## src/rtl/seed_reporter_pkg.sv

```systemverilog
// Shared definitions for the seed reporter: FSM encoding, report framing
// constants and the nibble-to-ASCII helper.
package seed_reporter_pkg;

    typedef enum logic [1:0] {
        IDLE = 2'd0,
        LOAD = 2'd1,
        SEND = 2'd2,
        HOLD = 2'd3
    } state_e;

    // 'S', eight hex digits, CR, LF
    localparam int         REPORT_LEN = 11;
    localparam logic [3:0] LAST_INDEX = 4'(REPORT_LEN - 1);

    localparam logic [7:0] ASCII_S  = 8'h53;
    localparam logic [7:0] ASCII_CR = 8'h0D;
    localparam logic [7:0] ASCII_LF = 8'h0A;

    // Uppercase hex digit: 0-9 -> '0'..'9', 10-15 -> 'A'..'F'
    function automatic logic [7:0] hex_ascii(input logic [3:0] nib);
        if (nib < 4'd10) begin
            return 8'h30 + {4'd0, nib};
        end else begin
            return 8'h37 + {4'd0, nib};
        end
    endfunction

endpackage

```

## src/rtl/seed_reporter_uart_tx.sv

```systemverilog
// 8N1 serial transmitter. A frame is ten bit slots (start, 8 data LSB first,
// stop), each CLKS_PER_BIT cycles long. CLKS_PER_BIT must be at least 2.
// 'finished' pulses in the second-to-last cycle of the stop bit so the
// controller can present the next byte during the final stop cycle; a start
// accepted in that final cycle chains the next frame with no idle gap.
module uart_tx #(
    parameter int CLKS_PER_BIT = 138
) (
    input  logic       CLK,
    input  logic       RST,
    input  logic       start,
    input  logic [7:0] data,
    output logic       TX,
    output logic       active,
    output logic       finished
);

    localparam int            CW        = $clog2(CLKS_PER_BIT);
    localparam logic [CW-1:0] BAUD_LAST = CW'(CLKS_PER_BIT - 1);
    localparam logic [CW-1:0] BAUD_PRE  = CW'(CLKS_PER_BIT - 2);
    localparam logic [3:0]    STOP_SLOT = 4'd9;
    localparam logic [3:0]    LAST_DATA = 4'd8;

    logic          tx_q, tx_d;
    logic          active_q, active_d;
    logic [3:0]    slot_q, slot_d;
    logic [CW-1:0] baud_q, baud_d;
    logic [7:0]    shift_q, shift_d;

    logic bit_end;
    logic frame_end;
    logic accept;

    assign bit_end   = (baud_q == BAUD_LAST);
    assign frame_end = active_q && bit_end && (slot_q == STOP_SLOT);
    assign accept    = start && (!active_q || frame_end);

    assign TX       = tx_q;
    assign active   = active_q;
    assign finished = active_q && (slot_q == STOP_SLOT) && (baud_q == BAUD_PRE);

    // Next-state for the bit/baud counters and the serial line
    always_comb begin
        tx_d     = tx_q;
        active_d = active_q;
        slot_d   = slot_q;
        baud_d   = baud_q;
        shift_d  = shift_q;
        if (accept) begin
            active_d = 1'b1;
            slot_d   = 4'd0;
            baud_d   = '0;
            shift_d  = data;
            tx_d     = 1'b0;
        end else if (active_q) begin
            if (bit_end) begin
                baud_d = '0;
                if (slot_q == STOP_SLOT) begin
                    // line is already high from the stop bit
                    active_d = 1'b0;
                    slot_d   = 4'd0;
                end else begin
                    slot_d = slot_q + 4'd1;
                    if (slot_q == LAST_DATA) begin
                        tx_d = 1'b1;
                    end else begin
                        tx_d    = shift_q[0];
                        shift_d = {1'b0, shift_q[7:1]};
                    end
                end
            end else begin
                baud_d = baud_q + CW'(1);
            end
        end
    end

    // Transmitter state register; reset forces the line idle immediately
    always_ff @(posedge CLK) begin
        if (RST) begin
            tx_q     <= 1'b1;
            active_q <= 1'b0;
            slot_q   <= 4'd0;
            baud_q   <= '0;
            shift_q  <= 8'd0;
        end else begin
            tx_q     <= tx_d;
            active_q <= active_d;
            slot_q   <= slot_d;
            baud_q   <= baud_d;
            shift_q  <= shift_d;
        end
    end

endmodule

```

## src/rtl/seed_reporter.sv

```systemverilog
// Seed reporter: when the guess stage raises 'done', capture the seed and send
// "S" + 8 hex digits + CR LF over UART. A new report needs 'done' to be seen
// low first, so a level held high reports exactly once.
module seed_reporter #(
    parameter int CLK_HZ = 16000000,
    parameter int BAUD   = 115200
) (
    input  logic        CLK,
    input  logic        RST,
    input  logic        done,
    input  logic [31:0] valid_seed,
    output logic        TX,
    output logic        busy,
    output logic        sent
);

    import seed_reporter_pkg::*;

    localparam int CLKS_PER_BIT = CLK_HZ / BAUD;

    state_e      state_q, state_d;
    logic [3:0]  index_q, index_d;
    logic        armed_q, armed_d;
    logic [31:0] seed_q, seed_d;

    logic        tx_start;
    logic [7:0]  tx_byte;
    logic        tx_active;
    logic        tx_finished;
    logic [31:0] seed_shifted;

    uart_tx #(
        .CLKS_PER_BIT(CLKS_PER_BIT)
    ) u_uart_tx (
        .CLK     (CLK),
        .RST     (RST),
        .start   (tx_start),
        .data    (tx_byte),
        .TX      (TX),
        .active  (tx_active),
        .finished(tx_finished)
    );

    // Digit k (index 1..8) is the nibble at bits [4*(8-k)+3 : 4*(8-k)]
    assign seed_shifted = seed_q >> {(4'd8 - index_q), 2'b00};

    // Select the report byte for the current index
    always_comb begin
        tx_byte = ASCII_S;
        case (index_q)
            4'd0:    tx_byte = ASCII_S;
            4'd9:    tx_byte = ASCII_CR;
            4'd10:   tx_byte = ASCII_LF;
            default: tx_byte = hex_ascii(seed_shifted[3:0]);
        endcase
    end

    // Report sequencing: capture, strobe each byte, wait, signal completion
    always_comb begin
        state_d  = state_q;
        index_d  = index_q;
        armed_d  = armed_q;
        seed_d   = seed_q;
        tx_start = 1'b0;
        sent     = 1'b0;
        busy     = (state_q != IDLE);

        // any sampled low re-arms, regardless of state
        if (!done) begin
            armed_d = 1'b1;
        end

        case (state_q)
            IDLE: begin
                if (done && armed_q) begin
                    seed_d  = valid_seed;
                    armed_d = 1'b0;
                    index_d = 4'd0;
                    state_d = LOAD;
                end
            end
            LOAD: begin
                tx_start = 1'b1;
                state_d  = SEND;
            end
            SEND: begin
                if (tx_finished) begin
                    if (index_q < LAST_INDEX) begin
                        index_d = index_q + 4'd1;
                        state_d = LOAD;
                    end else begin
                        state_d = HOLD;
                    end
                end
            end
            HOLD: begin
                // entered during the final stop cycle; complete once the line is released
                if (!tx_active) begin
                    sent    = 1'b1;
                    busy    = 1'b0;
                    index_d = 4'd0;
                    state_d = IDLE;
                end
            end
            default: begin
                state_d = IDLE;
            end
        endcase
    end

    // Controller state register
    always_ff @(posedge CLK) begin
        if (RST) begin
            state_q <= IDLE;
            index_q <= 4'd0;
            armed_q <= 1'b1;
            seed_q  <= 32'd0;
        end else begin
            state_q <= state_d;
            index_q <= index_d;
            armed_q <= armed_d;
            seed_q  <= seed_d;
        end
    end

endmodule

```

## config.mk

```make
export PLATFORM = sky130hd
export DESIGN_NAME = seed_reporter
export DESIGN_NICKNAME = d
export VERILOG_FILES = /design/src/rtl/seed_reporter_pkg.sv /design/src/rtl/seed_reporter_uart_tx.sv /design/src/rtl/seed_reporter.sv
export SDC_FILE = /design/constraint.sdc
export NUM_CORES = 1
export LEC_CHECK = 0
export ABC_AREA = 0
export CORE_MARGIN = 2
export CORE_UTILIZATION = 60
export CTS_BUF_LIST = sky130_fd_sc_hd__clkbuf_8
export CTS_CLUSTER_SIZE = 12
export DETAILED_ROUTE_END_ITERATION = 10
export GPL_ROUTABILITY_DRIVEN = 0
export PLACE_DENSITY = 0.85
export SYNTH_ARGS = -nofsm -noshare
export SYNTH_HDL_FRONTEND = slang
export SYNTH_SLANG_ARGS = --single-unit
```

## constraint.sdc

```tcl
create_clock -name CLK -period 6.54 [get_ports CLK]
set_input_delay 1.308 -clock CLK [delete_from_list [all_inputs] [get_ports CLK]]
set_output_delay 1.308 -clock CLK [all_outputs]
set_load 0.01 [all_outputs]
```

# == Word level (Yosys, flattened, before mapping) ==
# Cells that the tools add are included.
# totals
regBits,61
input_bits,35
out_inout_bits,3
# classes
n_addsub,6
n_lt_le_gt_ge,2
eq_ne,15
n_shift,1
mux,36
n_reduce_logical,21
# ops
cell,n
two-way mux 8 bit,6
>> shifter 32 x 6 -> 4 bit,1
one-hot mux 7 bit (3 select lines),1
two-way mux 4 bit,5
two-way mux 1 bit,17
equality test 4 bit (second input constant),4
equality test 8 bit (second input constant),2
adder 6 x 4 -> 7 bit (first input constant),2
one-hot mux 4 bit (3 select lines),1
adder 4 x 1 -> 4 bit (second input constant),2
adder 8 x 1 -> 8 bit (second input constant),1
< comparator 4 bit (second input constant),2
two-way mux 2 bit,4
inequality test 2 bit (second input constant),4
one-hot mux 2 bit (4 select lines),1
two-way mux 7 bit,1
logical AND 1 bit,6
AND reduction 3 bit,2
nonzero test 2 bit,3
AND reduction 5 bit,1
equality test 2 bit (second input constant),2
zero test 4 bit,1
inequality test 2 x 1 -> 1 bit (second input constant),2
AND reduction 2 bit,2
8 further kinds,8

# == Depth between registers and ports, before layout ==
# Gate-level depths: netlist of the first run.
# logic_depth
word_depth,7
ltp_mapped,12
mapped_depth_nobuf,10

# == Hierarchy ==
# A second synthesis of the first run with hierarchy kept.
# unflattened
cells_unflattened,386
area_unflattened_um2,3283.1
# by_module_without_submodules
module,instances,cells_per_inst,area_each_um2
seed_reporter,1,267,2140.8
uart_tx,1,119,1142.3

# == Worst setup path after synthesis of the first run ==
# OpenSTA, ideal clock, no wires.
# synth_path
path_kind,register -> register
from,reg index_q[0]
to,reg u_uart_tx.shift_q[2]
setup_ns,0.069
arrival_time_ns,2.624
path_slack_ns,3.847
path_stages_with_launch,13
synth_period_minus_slack_ns,2.693
path_cell_list,dfxtp_1 -> inv_1 -> ha_1 -> buf_2 -> buf_2 -> mux2i_1 -> nand3_1 -> nand4_1 -> or2_2 -> ha_1 -> a2111oi_0 -> a211oi_1 -> o21ai_1
# synth_between
elab_chain_len,6
# synth_rtl
item,line,rtl
start: declaration,seed_reporter.sv:22,"logic [3:0] index_q, index_d;"
start signal: assignment,seed_reporter.sv:120,index_q <= index_d;
subtractor 4 bit,seed_reporter.sv:45,"assign seed_shifted = seed_q >> {(4'd8 - index_q), 2'b00};"
>> shifter 32 x 6 -> 4 bit,seed_reporter.sv:45,
"adder 6 x 4 -> 7 bit, or another cell as far along",seed_reporter_pkg.sv:25,"return 8'h37 + {4'd0, nib};"
two-way mux 7 bit,seed_reporter_pkg.sv:22,if (nib < 4'd10) begin
one-hot mux 7 bit (3 select lines) *,seed_reporter.sv:50,case (index_q)
two-way mux 8 bit *,seed_reporter_uart_tx.sv:49,if (accept) begin
end signal: assignment,seed_reporter_uart_tx.sv:90,shift_q <= shift_d;
end: declaration,seed_reporter_uart_tx.sv:28,"logic [7:0] shift_q, shift_d;"
# Every way passes the cells marked *; elsewhere a longest branch is shown, timed or not.
# A chain may end at the register's enable or synchronous reset.

# == Worst setup path after layout of the first run ==
# Ends and elaborated chain as after synthesis.

==> results of run 1 <==
cell usage after synthesis, types with 4 or more instances:
cell / number / share of area
nor4_1: 4 / 0.0080
xor2_1: 8 / 0.022
clkbuf_1: 13 / 0.016
a2111oi_0: 8 / 0.022
ha_1: 12 / 0.048
inv_1: 13 / 0.016
and3_1: 7 / 0.014
nand4_1: 5 / 0.010
o211ai_1: 4 / 0.0096
o21ai_0: 11 / 0.018
nand3_1: 12 / 0.019
a31oi_1: 4 / 0.0080
or4_1: 4 / 0.0096
a21oi_1: 43 / 0.069
mux2i_1: 5 / 0.016
nor2_1: 18 / 0.022
nor3_1: 10 / 0.016
dfxtp_1: 60 / 0.38
nor2b_1: 12 / 0.024
nand2_1: 85 / 0.10
power by group through the flow:
stage	Combinational (mW)	Clock, mW	Sequential (mW)
floorplan	0.298	0	0.465
global placement	0.364	0	0.484
detailed placement	0.375	0	0.485
CTS	0.380	0.416	0.478
global route	0.434	0.435	0.486
finish	0.379	0.415	0.479
per-layer routing:
layer | share of wire | up-vias | global-route usage
li1 | - | 1441 | -
met1 | 0.43 | 1322 | 0.2919
met2 | 0.50 | 69 | 0.4393
met3 | 0.045 | 21 | 0.09123
met4 | 0.027 | 0 | 0.1091
met5 | 0 | - | 0
sequential cells by signal (all words and copies together), names as in the netlist:
signal,cells
seed_q,32
u_uart_tx.baud_q,8
u_uart_tx.shift_q,7
index_q,4
u_uart_tx.slot_q,4
state_q,2
armed_q,1
u_uart_tx.TX,1
u_uart_tx.active,1
area by class of cell:
cell class                      count  area [sq um]
Inverter                           14         52.55
Multi-Input combinational cell    296          1780
Clock inverter                      6         111.4
Clock buffer                       10         137.6
Timing Repair Buffer               38         377.9
Sequential cell                    60          1201
Fill cell                         414          1326
Tap cell                           70         87.58
cell families after synthesis:
kind of cell | Yosys count | share of synthesized area
AO/OA/AOI/OAI | 93 | 0.1949
XOR/XNOR | 10 | 0.02807
adder cells (fa/ha/maj) | 12 | 0.04811
buffers and inverters | 34 | 0.04451
flip-flops | 60 | 0.3849
multiplexers | 8 | 0.03408
AND/OR/NAND/NOR | 173 | 0.2654
worst min-delay path by stage:
| stage | depth (start not counted) | end |
|---|---|---|
| CTS | 2 | seed_q[25]$_SDFFE_PP0P_ |
| floorplan | 2 | seed_q[18]$_SDFFE_PP0P_ |
| finish | 2 | seed_q[25]$_SDFFE_PP0P_ |
| global route | 2 | seed_q[25]$_SDFFE_PP0P_ |
| detailed placement | 2 | seed_q[18]$_SDFFE_PP0P_ |
| global placement | 2 | seed_q[18]$_SDFFE_PP0P_ |
worst min-delay path, cell delays in order, from the launching register on:
cell     delay (ns)
dfxtp_1        0.31
nand2_1        0.05
a21oi_1        0.05
==> reports/qor.csv, run 1 <==
stage;metric;value;unit
critical_path;CP Depth;10;
floorplan;initial core utilization;0.6149;
clock_tree;CTS sink count;60;
pwr;Reg power frac;0.376;
final_layout;area grow syn2layout;20.13;%
clock_tree;clk root buf;clkbuf_8;
timing;setup TNS;0;ns
drt;ANT nets after route;0;
critical_path;FF-to-FF path depth;10;
pwr;total design power;1.272;mW
floorplan;die height;76.12;um
clock_tree;Num CTS Buffers;9;
critical_path;critical path's largest stage delay;0.82;ns
drt;DR WL/cell;14.16;um
job;max cap viols;0;
critical_path;CP Launch Type;flop;
logic_synthesis;Netlist cell types;55;
pwr;Cell Int Power;0.8439;mW
critical_path;slowest CP cell;ha_1;
timing;Setup Viol. Count Final;0;
global_route;first-pass GRT wire length;12050;um
logic_synthesis;Post-Syn Instances;390;
critical_path;WP buf/inv;1;
pwr;pwr/cell area;339.4;mW/mm^2
logic_synthesis;syn avg cell area;8.001;sq um
drt;Routed Wire Length;6996;um
pwr;Psw;0.4286;mW
global_route;largest net degree at the start of global routing;49;
critical_path;Reg2Reg Setup Slack;2.98;ns
hold_path;Worst Hold Class;flop to flop;
final_layout;layout cells sized above 1;0.06132;
drt;DRT iter0 DRCs;139;
clock_tree;post-CTS setup buffer count;0;
critical_path;CP delay by family, top;adder cells;
place;dpl cells;478;
drt;vias per cell;5.775;
place;Post-DP Area;0.003500;sq mm
clock_tree;Clock Latency Late Sink;0.35;ns
pwr;switching part of the total;0.3368;
global_route;Global Route Usage Sum;0.2572;
critical_path;Worst R2R Start;index_q[0]$_SDFFE_PP0P_;
final_layout;Antenna Cells;0;
final_layout;Final Cell Area;0.003749;sq mm
timing;fmax;0.2811;GHz
drt;DR vias;2853;
critical_path;Reg2Reg Capture Point;u_uart_tx.shift_q[2]$_SDFFE_PP0P_;
timing;final worst slack;2.982;ns
global_route;grt ovf;0;
pwr;Leakage;1.408;nW
place;placed wire-length estimate;4709;um
critical_path;Required @ worst endpoint;6.82;ns
floorplan;Core Region;0.005075;sq mm
outcome;run status;completed;
logic_synthesis;Post-synth EDFFs;0;
drt;DRC;0;
timing;final hold violations;0;
timing;worst hold slack;0.4621;ns
clock_tree;CTS tree;done;
clock_tree;Worst-path clk slew;0.07;ns
clock_tree;CTS Hold Buffers Added;0;
final_layout;Final Util;0.7387;
timing;Worst Skew;0.009319;ns
critical_path;Crit. End Element;flop;
pwr;share of total power in the clock network;0.326;
floorplan;io pins;38;
pwr;worst ir drop on vdd;305.3;uV
global_route;initial antenna violation count;0;
critical_path;cell mode on critical path;ha_1;
hold_path;hold_sp;seed_q[25]$_SDFFE_PP0P_;
final_layout;Finished Layout Cells;494;
critical_path;Setup CP Type;flop to flop;
timing;minimum clock period;3.558;ns
logic_synthesis;Mapped Area;0.003120;sq mm
floorplan;cell row count;26;
clock_tree;post-CTS sizing;0;
logic_synthesis;Yosys reg bits;60;
final_layout;commonest non-fill, non-tap cell in the layout;nand2_1;
timing;max-slew violations;0;
logic_synthesis;FFs w/ async S/R, synth;0;
final_layout;most frequent cells in the layout;nand2_1, dfxtp_1, a21oi_1, clkdlybuf4s50_1, nor2_1;
floorplan;Die ar.;0.005793;sq mm
place;pre-CTS setup slack;3.050;ns
timing;RSZ-0062 raised after global routing;false;
global_route;vias in the first global route;2713;
drt;Pre-antenna DRT Iters;4;
critical_path;crit-path max FO;22;
clock_tree;htree depth;3;
timing;relative slew slack;0.2672;
critical_path;worst path cell trace;inv_1 > ha_1 > mux2i_1 > nand3_1 > nand4_1 > or2_2 > ha_1 > a2111oi_0 > a211oi_1 > o21ai_1;
timing;Slew @ Worst Pin;1.096;ns
logic_synthesis;Yosys warnings;0;
place;Port Buffer Count;37;
pwr;Logic pwr share;0.298;
timing;Final Cycle Share;0.5440;
logic_synthesis;syn nets;437;
floorplan;die width;76.12;um
clock_tree;clk buf depth;2;
critical_path;Worst setup endpoint;u_uart_tx.shift_q[2]$_SDFFE_PP0P_;
logic_synthesis;Seq/Total Area, Yosys;0.3849;
critical_path;crit path from;index_q[0]$_SDFFE_PP0P_;
final_layout;# nets final;466;
logic_synthesis;Main synth FF type;dfxtp_1;
critical_path;CP Data Arrival Time;3.84;ns
No activity file was read; power rests on OpenSTA's default activity.
==> inputs of run 2 (changes only) <==
Settings changed: CORE_UTILIZATION 60 to 52, PLACE_DENSITY 0.85 to 0.78.
Clock period 6.54 ns to 3.1 ns, I/O delays scaled along.
==> run 2 against run 1 <==
Net effect: global-route usage is 3.0 points lower; sequential power grew 110%; final cell count is 2.4% higher; clock-buffer cell count grew 1; non-clock buffer count grew 7; sequential cell count unchanged; worst hold slack lost 0.010 ns; core utilization decreased by 9.3 points.
==> reports/qor.csv, run 2 (synthesis results as in run 1) <==
stage;metric;value;unit
timing;Final Cycle Share;0.9344;
drt;DRC;0;
floorplan;initial core utilization;0.5334;
critical_path;Required @ worst endpoint;3.36;ns
drt;ANT nets after route;0;
pwr;Leakage;1.428;nW
floorplan;Die ar.;0.006637;sq mm
critical_path;Crit. End Element;flop;
outcome;run status;completed;
timing;max-slew violations;0;
clock_tree;post-CTS setup buffer count;0;
timing;Setup Viol. Count Final;0;
global_route;initial antenna violation count;0;
timing;RSZ-0062 raised after global routing;true;
final_layout;# nets final;473;
final_layout;biggest regs;seed_q x32, u_uart_tx.baud_q x8, u_uart_tx.shift_q x7;
hold_path;Hold Path Depth;2;
timing;fmax;0.3452;GHz
drt;DR vias;2822;
pwr;pwr/cell area;672.2;mW/mm^2
global_route;vias in the first global route;2593;
global_route;Global Route Usage Sum;0.2269;
final_layout;Most flops, register;seed_q;
floorplan;io pins;38;
clock_tree;CTS sink count;60;
final_layout;Antenna Cells;0;
global_route;grt ovf;0;
drt;Pre-antenna DRT Iters;4;
clock_tree;CTS tree;done;
critical_path;CP Data Arrival Time;3.16;ns
job;max cap viols;0;
place;Post-DP Area;0.003558;sq mm
critical_path;Setup CP Type;flop to flop;
timing;Slew @ Worst Pin;0.8905;ns
place;Port Buffer Count;37;
timing;final hold violations;0;
clock_tree;Clock Latency Late Sink;0.34;ns
critical_path;crit-path max FO;15;
final_layout;commonest non-fill, non-tap cell in the layout;nand2_1;
floorplan;cell row count;28;
timing;relative slew slack;0.3910;
timing;Worst Skew;0.008893;ns
critical_path;CP Launch Type;flop;
drt;Routed Wire Length;6770;um
clock_tree;Num CTS Buffers;9;
global_route;first-pass GRT wire length;11650;um
final_layout;max reg flops;32;
clock_tree;htree depth;3;
final_layout;Final Cell Area;0.003776;sq mm
final_layout;layout cells sized above 1;0.08121;
final_layout;most frequent cells in the layout;nand2_1, dfxtp_1, a21oi_1, clkdlybuf4s50_1, nor2_1;
floorplan;die width;81.47;um
hold_path;Worst Hold Class;flop to flop;
clock_tree;Worst-path clk slew;0.06;ns
final_layout;area grow syn2layout;21.01;%
global_route;largest net degree at the start of global routing;33;
critical_path;FF-to-FF path depth;9;
pwr;worst ir drop on vdd;421.8;uV
timing;minimum clock period;2.897;ns
clock_tree;clk root buf;clkbuf_8;
timing;setup TNS;0;ns
floorplan;Core Region;0.005851;sq mm
drt;vias per cell;5.577;
floorplan;die height;81.47;um
drt;DRT iter0 DRCs;129;
place;placed wire-length estimate;4871;um
clock_tree;clk buf depth;2;
drt;DR WL/cell;13.38;um
run 2: cell types whose count changed in the layout (fill, tap and decap cells not counted), sizes merged:
cell,delta
buf,+7
bufinv,-2
clkbuf,+1
inv,+1
run 2: layer usage:
metal	up-vias	routed length, um	global-route usage
met5	-	0	0
met4	0	132	0.08136
met3	14	303	0.06154
met2	69	3349	0.3934
met1	1290	2983	0.2684
li1	1449	-	-
run 2: what timing repair did:
action | 4_1_cts | 5_1_grt
resized for setup | 0 | 4
endpoints found under the setup margin | 0 | 6
hold endpoints to repair | 0 | 0
hold buffers | 0 | 0
run 2: critical path, cell delays in order (launching register included):
cell       delay [ns]
dfxtp_1          0.45
inv_1            0.10
ha_2             0.43
buf_4            0.23
nor2b_1          0.06
a2111oi_0        0.51
or4_1            0.30
a211oi_1         0.13
or3_1            0.37
a221oi_2         0.23
run 2: where the power goes:
part	switching [mW]	internal [mW]	leakage, nW
sequential	0.0866	0.903	0.490
combinational	0.498	0.342	0.832
clock	0.299	0.409	0.107
total	0.884	1.65	1.43
run 2: worst paths after layout:
check                           from                                 to  slack, ns
min reg2reg  seed_q[24]$_SDFFE_PP0P_            seed_q[24]$_SDFFE_PP0P_       0.45
max reg2reg  index_q[1]$_SDFFE_PP0P_  u_uart_tx.shift_q[5]$_SDFFE_PP0P_       0.20
min          seed_q[24]$_SDFFE_PP0P_            seed_q[24]$_SDFFE_PP0P_       0.45
max          index_q[1]$_SDFFE_PP0P_  u_uart_tx.shift_q[5]$_SDFFE_PP0P_       0.20
run 2: per-stage QoR:
| step | instances | setup slack [ns] | power, mW | utilization | hold slack (ns) |
|---|---|---|---|---|---|
| global placement | 490 | 0.3524 | 1.817 | 0.6082 | 0.4438 |
| floorplan | 390 | 0.4071 | 1.610 | - | 0.4318 |
| detailed placement | 490 | 0.1645 | 1.838 | 0.6082 | 0.4471 |
| global route | 506 | 0.01114 | 2.724 | 0.6454 | 0.4669 |
| CTS | 506 | 0.1370 | 2.552 | 0.6429 | 0.4543 |
| finish | 506 | 0.2034 | 2.538 | 0.6454 | 0.4517 |
run 2: final cells by class:
type | instances | area, sq um
clock buffers | 11 | 151.4
fillers | 492 | 2074
repair buffers | 45 | 430.4
flip-flops and latches | 60 | 1201
multi-input cells | 296 | 1795
inverters | 14 | 52.55
clock inverters | 5 | 51.30
well taps | 75 | 93.84
==> inputs of run 3 (changes only) <==
Settings changed: CORE_UTILIZATION 52 to 58, PLACE_DENSITY 0.78 to 0.83.
Clock period 3.1 ns to 2.9 ns, I/O delays scaled along.
==> run 3 against run 2 <==
Net effect: register-to-register slack about the same; combinational power up 8.8%; non-clock buffer count up 2; via count up 2.2%; worst setup slack worse by 0.013 ns; worst hold slack better by 0.00089 ns; critical path depth up 2; largest power group unchanged.
==> reports/qor.csv, run 3 (synthesis results as in run 1) <==
stage;metric;value;unit
drt;DRT iter0 DRCs;149;
clock_tree;clk root buf;clkbuf_8;
pwr;share of total power in the clock network;0.248;
final_layout;layout cells sized above 1;0.08565;
critical_path;CP Launch Type;flop;
pwr;Psw;0.9538;mW
outcome;run status;completed;
timing;relative slew slack;0.5988;
timing;worst hold slack;0.4526;ns
critical_path;critical path's largest stage delay;0.35;ns
final_layout;commonest non-fill, non-tap cell in the layout;nand2_1;
drt;Routed Wire Length;7049;um
critical_path;slowest CP cell;or2_2;
job;max cap viols;0;
place;dpl cells;487;
global_route;grt ovf;0;
critical_path;worst path cell trace;inv_1 > ha_1 > buf_4 > mux2i_1 > nand3_1 > nand4_1 > or2_2 > ha_1 > nor3_1 > o2111ai_1 > a21oi_1;
floorplan;cell row count;26;
final_layout;Most flops, register;seed_q;
critical_path;cell mode on critical path;ha_1;
timing;Slew @ Worst Pin;0.6003;ns
clock_tree;htree depth;3;
place;placed wire-length estimate;4889;um
drt;Pre-antenna DRT Iters;4;
pwr;total design power;2.640;mW
pwr;Leakage;1.442;nW
floorplan;io pins;38;
global_route;largest net degree at the start of global routing;33;
hold_path;Worst Hold Class;flop to flop;
floorplan;Die ar.;0.005983;sq mm
final_layout;Antenna Cells;0;
final_layout;sequential cell area;0.001202;sq mm
critical_path;CP Data Arrival Time;2.98;ns
drt;vias per cell;5.747;
global_route;Global Route Usage Sum;0.2492;
critical_path;CP delay by family, top;simple AND/OR/NAND/NOR gates;
clock_tree;CTS tree;done;
floorplan;die width;77.35;um
drt;DR WL/cell;14.04;um
timing;final hold violations;0;
clock_tree;post-CTS setup buffer count;0;
pwr;Reg power frac;0.405;
drt;ANT nets after route;0;
floorplan;initial core utilization;0.6071;
clock_tree;CTS sink count;60;
timing;fmax;0.3691;GHz
critical_path;Crit. End Element;flop;
pwr;pwr/cell area;699.6;mW/mm^2
timing;final worst slack;0.1908;ns
clock_tree;Clock Latency Late Sink;0.34;ns
final_layout;fillers;425;
critical_path;Setup CP Type;flop to flop;
place;Port Buffer Count;37;
global_route;initial antenna violation count;0;
pwr;Logic pwr share;0.347;
drt;DR vias;2885;
pwr;Cell Int Power;1.686;mW
global_route;vias in the first global route;2637;
clock_tree;Worst-path clk slew;0.07;ns
pwr;switching part of the total;0.3613;
final_layout;max reg flops;32;
timing;setup TNS;0;ns
critical_path;Required @ worst endpoint;3.17;ns
final_layout;biggest regs;seed_q x32, u_uart_tx.baud_q x8, u_uart_tx.shift_q x7;
critical_path;crit-path max FO;12;
timing;max-slew violations;0;
clock_tree;Num CTS Buffers;9;
floorplan;die height;77.35;um
final_layout;area grow syn2layout;20.93;%
global_route;first-pass GRT wire length;11930;um
final_layout;Finished Layout Cells;502;
timing;Setup Viol. Count Final;0;
final_layout;most frequent cells in the layout;nand2_1, dfxtp_1, a21oi_1, clkdlybuf4s50_1, nor2_1;
place;pre-CTS setup slack;0.01279;ns
timing;Final Cycle Share;0.9342;
floorplan;Core Region;0.005140;sq mm
clock_tree;clk buf depth;2;
clock_tree;CTS Hold Buffers Added;0;
final_layout;multi-input logic area;0.001817;sq mm
pwr;worst ir drop on vdd;572.4;uV
drt;DRC;0;
final_layout;# nets final;475;
critical_path;WP buf/inv;2;
timing;minimum clock period;2.709;ns
timing;Worst Skew;0.008752;ns
-- run 3: cell types whose count changed in the layout (fill, tap and decap cells not counted), sizes merged --
cell,delta
buf,+2
bufinv,-1
clkinvlp,-1
inv,+1
-- run 3: routing by layer --
layer  track usage  up-vias  share of wire  routed length [um]
met2        0.4278       76           0.51                3570
li1              -     1452              -                   -
met5             0        -              0                   0
met3       0.04884       16          0.041                 288
met1        0.2905     1341           0.43                3014
met4        0.1393        0          0.025                 176
-- run 3: what timing repair did --
item                                    4_1_cts  5_1_grt
endpoints found under the setup margin        1        7
pin swaps                                     0        0
gates resized for setup                       1       13
-- run 3: final cells by class --
class	count	share of cell area
clock buffers	11	0.04012
flip-flops and latches	60	0.3186
clock inverters	4	0.004642
inverters	14	0.01393
repair buffers	47	0.1180
well taps	70	0.02321
multi-input cells	296	0.4814
-- run 3: worst min-delay path: stages, from the launching register on --
cell     delay (ns)
dfxtp_1        0.31
nand2_1        0.05
a21oi_1        0.05
-- run 3: path summary, 6_finish.rpt --
path	startpoint	end	slack (ns)	depth (start not counted)
max	index_q[0]$_SDFFE_PP0P_	u_uart_tx.shift_q[6]$_SDFFE_PP0P_	0.19	11
min	seed_q[18]$_SDFFE_PP0P_	seed_q[18]$_SDFFE_PP0P_	0.45	2
max reg2reg	index_q[0]$_SDFFE_PP0P_	u_uart_tx.shift_q[6]$_SDFFE_PP0P_	0.19	11
min reg2reg	seed_q[18]$_SDFFE_PP0P_	seed_q[18]$_SDFFE_PP0P_	0.45	2
-- run 3: per-stage QoR --
| stage | utilization | instance area [sq um] |
|---|---|---|
| floorplan | - | 3120 |
| global placement | 0.6940 | 3567 |
| detailed placement | 0.6940 | 3567 |
| CTS | 0.7271 | 3737 |
| global route | 0.7342 | 3774 |
| finish | 0.7342 | 3774 |
-- run 3: power groups by stage --
stage          Combinational, mW  Clock [mW]  Sequential [mW]
6_report                   0.915       0.655             1.07
5_1_grt                     1.03       0.706             1.08
4_1_cts                    0.895       0.672             1.07
3_5_place_dp               0.887           0             1.08
3_3_place_gp               0.865           0             1.08
2_1_floorplan              0.671           0             1.05
